===== config.mk =====
export PLATFORM = sky130hd
export DESIGN_NAME = inst_fetch_queue
export DESIGN_NICKNAME = d
export VERILOG_FILES = /design/src/rtl/inst_fetch_queue.sv
export SDC_FILE = /design/constraint.sdc
export NUM_CORES = 1
export LEC_CHECK = 0
export CAP_MARGIN = 10
export CORE_MARGIN = 1.5
export CORE_UTILIZATION = 33
export DETAILED_ROUTE_END_ITERATION = 6
export SYNTH_ARGS = -nofsm -noshare
export SYNTH_HDL_FRONTEND = slang
export SYNTH_SLANG_ARGS = --single-unit

===== constraint.sdc =====
create_clock -name clk -period 3.31 [get_ports clk]
set_clock_uncertainty 0.1 [all_clocks]
set_input_delay 0.331 -clock clk [delete_from_list [all_inputs] [get_ports clk]]
set_output_delay 0.331 -clock clk [all_outputs]
set_load 0.05 [all_outputs]

===== src/rtl/inst_fetch_queue.sv =====
// Instruction fetch unit with a circular prefetch queue of {pc, instruction} pairs; jumps/exceptions flush it.
// Latency: fetch in cycle t is at the head in t+1; a redirect in t gives the target at the head in t+2.
// Backpressure: romCe drops while the queue is full unless ID dequeues in the same cycle.
module inst_fetch_queue #(
    parameter int                DATA_W     = 32,
    parameter int                ADDR_W     = 32,
    parameter int                DEPTH      = 4,
    parameter logic [ADDR_W-1:0] RESET_PC   = '0,
    parameter int                DELAY_SLOT = 0
) (
    input  logic                       clk,
    input  logic                       rst,
    input  logic [DATA_W-1:0]          instruction,
    input  logic                       jCe,
    input  logic [ADDR_W-1:0]          jAddr,
    input  logic                       excpt,
    input  logic [ADDR_W-1:0]          ejpc,
    input  logic                       deq,
    output logic                       romCe,
    output logic [ADDR_W-1:0]          instAddr,
    output logic                       valid_o,
    output logic [DATA_W-1:0]          inst_o,
    output logic [ADDR_W-1:0]          pc_o,
    output logic [$clog2(DEPTH+1)-1:0] count
);

    localparam int PW = $clog2(DEPTH);
    localparam int CW = $clog2(DEPTH+1);

    typedef struct packed {
        logic [ADDR_W-1:0] pc;
        logic [DATA_W-1:0] inst;
    } entry_t;

    entry_t            mem_q [DEPTH];
    logic [ADDR_W-1:0] pc_q, pc_d;
    logic [ADDR_W-1:0] pend_tgt_q, pend_tgt_d;
    logic              pend_q, pend_d;
    logic [PW-1:0]     rd_q, rd_d, wr_q, wr_d;
    logic [CW-1:0]     cnt_q, cnt_d;
    logic              redir, deq_fire, push, not_full;

    assign redir    = excpt | jCe;
    assign valid_o  = (cnt_q != '0);
    assign deq_fire = deq & valid_o;
    assign not_full = (cnt_q < CW'(DEPTH));
    assign push     = !rst && !redir && (not_full || deq_fire);

    assign romCe    = push;
    assign instAddr = pc_q;
    assign inst_o   = valid_o ? mem_q[rd_q].inst : '0;
    assign pc_o     = valid_o ? mem_q[rd_q].pc   : '0;
    assign count    = cnt_q;

    always_comb begin
        pc_d       = pc_q;
        pend_d     = pend_q;
        pend_tgt_d = pend_tgt_q;
        rd_d       = rd_q;
        wr_d       = wr_q;
        cnt_d      = cnt_q;
        if (excpt) begin
            rd_d   = '0;
            wr_d   = '0;
            cnt_d  = '0;
            pc_d   = ejpc;
            pend_d = 1'b0;
        end else if (jCe) begin
            if ((DELAY_SLOT != 0) && (cnt_q >= CW'(2))) begin
                // Head is the jump itself; the entry behind it is the delay slot.
                rd_d   = rd_q + PW'(1);
                wr_d   = rd_q + PW'(1) + PW'(1);
                cnt_d  = CW'(1);
                pc_d   = jAddr;
                pend_d = 1'b0;
            end else if (DELAY_SLOT != 0) begin
                // Delay slot not fetched yet: fetch it at pc, then go to the target.
                rd_d       = '0;
                wr_d       = '0;
                cnt_d      = '0;
                pend_d     = 1'b1;
                pend_tgt_d = jAddr;
            end else begin
                rd_d   = '0;
                wr_d   = '0;
                cnt_d  = '0;
                pc_d   = jAddr;
                pend_d = 1'b0;
            end
        end else begin
            if (push) begin
                wr_d   = wr_q + PW'(1);
                pc_d   = pend_q ? pend_tgt_q : pc_q + ADDR_W'(4);
                pend_d = 1'b0;
            end
            if (deq_fire) begin
                rd_d = rd_q + PW'(1);
            end
            cnt_d = cnt_q + CW'(push) - CW'(deq_fire);
        end
    end

    always_ff @(posedge clk) begin
        if (rst) begin
            pc_q       <= RESET_PC;
            pend_q     <= 1'b0;
            pend_tgt_q <= '0;
            rd_q       <= '0;
            wr_q       <= '0;
            cnt_q      <= '0;
        end else begin
            pc_q       <= pc_d;
            pend_q     <= pend_d;
            pend_tgt_q <= pend_tgt_d;
            rd_q       <= rd_d;
            wr_q       <= wr_d;
            cnt_q      <= cnt_d;
        end
    end

    always_ff @(posedge clk) begin
        if (push) begin
            mem_q[wr_q] <= '{pc: pc_q, inst: instruction};
        end
    end

endmodule


After elaboration in Yosys (flattened, before gate mapping)
Memories as Yosys holds them, arrays and structs flattened. A register that Yosys moved wholly into a read port is not among the register bits.
Cells that the tools add are included.
{ "classes": {"n_addsub": 5, "magnitude_cmp": 1, "mux": 9, "bitwise": 2, "reduce_logical": 8} }
{ "ops": {"columns": ["cell", "count"], "rows": [
  ["$mux 32", 5],
  ["$add 32x3->32 const B", 1],
  ["$reduce_bool 3->1", 2],
  ["$add 2x1->2 const B", 2],
  ["$mux 2", 2],
  ["$add 3x1->3", 1],
  ["$lt 3x3->1 const B", 1],
  ["$reduce_or 3->1", 1],
  ["$sub 3x1->3", 1],
  ["$logic_and 1x1->1", 2],
  ["$logic_not 1->1", 2],
  ["$mux 1", 2],
  ["$and 1x1->1", 1],
  ["$logic_or 1x1->1", 1],
  ["$or 1x1->1", 1]
]} }
{ "totals": {"ff_bits": 39, "ramBits": 256, "inputBits": 101, "output_inout_bits": 101, "elab_cells": 30, "n_memories": 1} }
{ "mem_list": {"columns": ["memory", "depth", "word_bits", "rd", "rd_clocked_by_memory_dff", "wr", "line_no", "rtl"], "rows": [
  ["mem_q", 4, 64, 1, 1, 1, "35", "entry_t mem_q [DEPTH];"]
]} }

Depth between registers and ports, before layout
{ "depth": {"depth_word": 7, "mapped_depth": 10, "ltp_nobuf": 9} }

Worst setup path after synthesis
Ideal clock, no wire load.
{ "synth_timing": {"path_kind": "input-to-reg", "startpoint": "in jCe", "endpoint": "mem mem_q[2][0] (netlist bit), enable pin", "setup_time_ns": 0.429, "arrival_ns": 2.950, "required_time_ns": 2.781, "setup_slack_ns": -0.169, "cell_stages": 6, "n_path_buf": 1, "cell_sequence": "or2_1 clkbuf_1 nor2_1 nand2_1 inv_1 and2_1"} }
{ "synth_via": {"elab_chain_len": 6} }
{ "synth_lines": {"columns": ["element", "line_no", "rtl"], "rows": [
  ["from (decl)", "14", "input logic jCe,"],
  ["$or 1x1->1", "43", "assign redir = excpt | jCe;"],
  ["$logic_not 1->1", "47", "assign push = !rst && !redir && (not_full || deq_fire);"],
  ["$logic_and 1x1->1 (2 in series)", "47", null],
  ["named net romCe", "19", "output logic romCe,"],
  ["$mux 1", "122", "if (push) begin"],
  ["$mux 1 (implied by the code)", "123", "mem_q[wr_q] <= '{pc: pc_q, inst: instruction};"],
  ["to (decl)", "35", null]
]} }
The timed path passes the listed nets, and every way through them passes these cells.

==> run metrics <==
WL/cell=21.8 um; synth cell count leaders=edfxtp_1 (256), and2_1 (74), mux4_2 (64); most common cell in the netlist=edfxtp_1; Post-Synth Adder-Cell Area=0.870%; clock slew at reported path FFs=0.06 ns; mux contribution to synthesized area=approximately 12%; FF-to-FF setup slack=0.64 ns; Net Count, Synth=between 800 and 900; cells after synthesis=759; worst reg2reg startpoint=count[1]$_SDFF_PP0_; XOR/XNOR share of the synthesized area=0.850%; setup TNS=0 ns; Die H=a little under 200 um; DP Cell Count=1417; crit path DAT=2.69 ns; number of flops mapped to enable cells by yosys=about 260; pins over their slew limit=0; Peak Freq=0.320 GHz; area leader, netlist=edfxtp_1; Routed Antenna Nets=0; combinational share of power=7.3%; DRT Wirelength=32200 um; Compound-Gate Fraction of Synth Area=6.44%; Switch Pwr=0.00184 W; core box area=36800 sq um; share of cells above drive strength 1=roughly 18%; Worst Hold Launch=excpt; first-pass GRT wire length=~48000 um; TritonCTS Buffers=34; root buf cell=clkbuf_16; period utilisation layout=between 90% and 100%; pre-CTS WS=0.566 ns; Synth warnings=0; CTS Sinks=297; GP Congestion=0.845; drt pass-1 iters=5; die area=approximately 39000 sq um; RSZ-0062 raised after global routing=no; Layout Nets=1094; Area contributors post-synth=edfxtp_1 (62%), mux4_2 (12%), dfxtp_1 (6.6%); Peak VDD IR=0.261 mV; Clk pwr share=42.3%; CTS tree=yes; hold path depth=4; R2R depth=9; dpl hpwl=21400 um; Slew @ Worst Pin=0.616 ns; hold path endpoint=count[1]$_SDFF_PP0_; ant diodes=0; GRT overflow=0; GRT Total Usage=16.7%; largest family of logic cells by synthesized area=multiplexers; initial antenna violation count=2; Rel. slew slack=58.6%; Max Cap Viol=0; Final min period=3.12 ns; synth-to-layout area growth=30.8%; status=complete, no violations; I/O Buffers=201; Hold Path Class=in2reg; post-CTS setup buffer count=0; chip width=197 um; fin worst setup slack=0.185 ns; drt drc=0; internal power=~0.0065 W; final setup vio count=0; Worst setup EP type=primary output; final hold violations=0; P_leak=around 5.3 nW; Reg power frac=50.4%; IO Pins=just over 200; startpoint types=register; Layout fillers=3273; Reg-to-Reg End=count[2]$_SDFF_PP0_; FP Rows=70; WP data required=2.88 ns; drt first-iter violations=471; sequential share of the synthesized area=68.8%; Main synth FF type=edfxtp_1; post_cts resized=0; critical-path maximum fanout=44; Non-Filler Instances=1476; H-tree depth=2; Util after Layout=44.0%; Synth Area per Inst=~16 sq um; sw frac=22.0%; synthesized area=12400 sq um; vias post-DR=7633; clk buf depth=3; largest net degree at the start of global routing=between 40 and 50; Initial Util=roughly a third; cts-stage hold buffer count=0; latest clock arrival within the worst-skew pair=0.50 ns; kind of critical path=reg2out; fraction of the mapped netlist area in simple logic gates=8.80%; Synth async-reset ratio=0%; Synth cell types=69; Yosys reg bits=297; share of the synthesized area in the top cell type=62.1%; PwrDens=516 nW/um^2; Vias/cell=5.17; vias in the first global route=7905; minimum hold slack=0.197 ns
sequential cells by signal, indices dropped and copies added, names as in the netlist, named ones only:
signal,cells
mem_q,256
wr_q,2
count,3
instAddr,32
rd_q,2
how the worst max path moves through the flow:
stage | startpoint | end | cells past startpoint
final | register | inst_o[21] | 4
after global routing | register | inst_o[21] | 4
after global placement | jCe | mem_q[3][51]$_DFFE_PP_ | 7
after detailed placement | jCe | mem_q[3][59]$_DFFE_PP_ | 7
after floorplan | jCe | mem_q[0][0]$_DFFE_PP_ | 6
after CTS | register | pc_o[30] | 4
layout make-up:
class	count	area [sq um]	area share, %
multi-input cells	398	3610	22.3
flip-flops and latches	297	8520	52.6
clock buffers	45	923	5.71
clock inverters	14	123	0.758
repair buffers	234	2350	14.5
well taps	468	586	3.62
inverters	20	75.1	0.464
power by group through the flow:
| stage | Combinational [W] | Clock, W | Sequential [W] |
|---|---|---|---|
| after detailed placement | 0.000613 | 0 | 0.00429 |
| after floorplan | 0.000207 | 0 | 0.00436 |
| final | 0.000612 | 0.00354 | 0.00421 |
| after CTS | 0.000616 | 0.00363 | 0.00421 |
| after global placement | 0.000610 | 0 | 0.00429 |
| after global routing | 0.000651 | 0.00378 | 0.00422 |
worst max-delay path, cell delays in order, from the launching register on:
cell and delay (ns):
dfxtp_4 0.37, buf_12 0.30, mux4_2 0.57, and2_1 0.17, clkdlybuf4s50_1 0.69
per-stage QoR:
step	instance area [sq um]	total power (W)
floorplan	12400	0.00457
global placement	15100	0.00490
detailed placement	15100	0.00490
CTS	16200	0.00846
global route	16200	0.00865
finish	16200	0.00836
logic make-up after synthesis:
kind of cell	count (synthesis)
multiplexers	70
buffers and inverters	64
XOR/XNOR	12
adder cells (fa/ha/maj)	8
flip-flops	297
AO/OA/AOI/OAI	115
AND/OR/NAND/NOR	193
routing by layer:
metal  up-vias  global-route usage, %  wire [um]
met5         -                      0         17
met4         2                   4.21        699
met3        58                   3.42       2080
met2       272                   26.7      15000
met1      3844                   23.3      14400
li1       3457                      -          -
placed cells by master (no fill, tap or decap), drive strengths merged, types with 4 or more instances in the layout:
cell type / Yosys / layout
a21oi: 28 / 28
a211oi: 9 / 9
nor3: 5 / 5
mux4: 64 / 64
clkinv: 1 / 12
a221oi: 5 / 5
edfxtp: 256 / 256
nand3: 11 / 11
clkbuf: 24 / 45
buf: 20 / 51
nor4: 8 / 8
nand2: 30 / 30
mux2i: 6 / 6
clkdlybuf4s50: 0 / 183
a22o: 5 / 5
dfxtp: 41 / 41
xnor2: 9 / 9
a31oi: 4 / 4
ha: 7 / 7
and2: 75 / 75
o21ai: 23 / 23
a22oi: 9 / 9
a311oi: 4 / 4
and4: 4 / 4
inv: 19 / 20
nor2: 37 / 37
nand4: 9 / 9
Power figures use the tool's default switching activity.
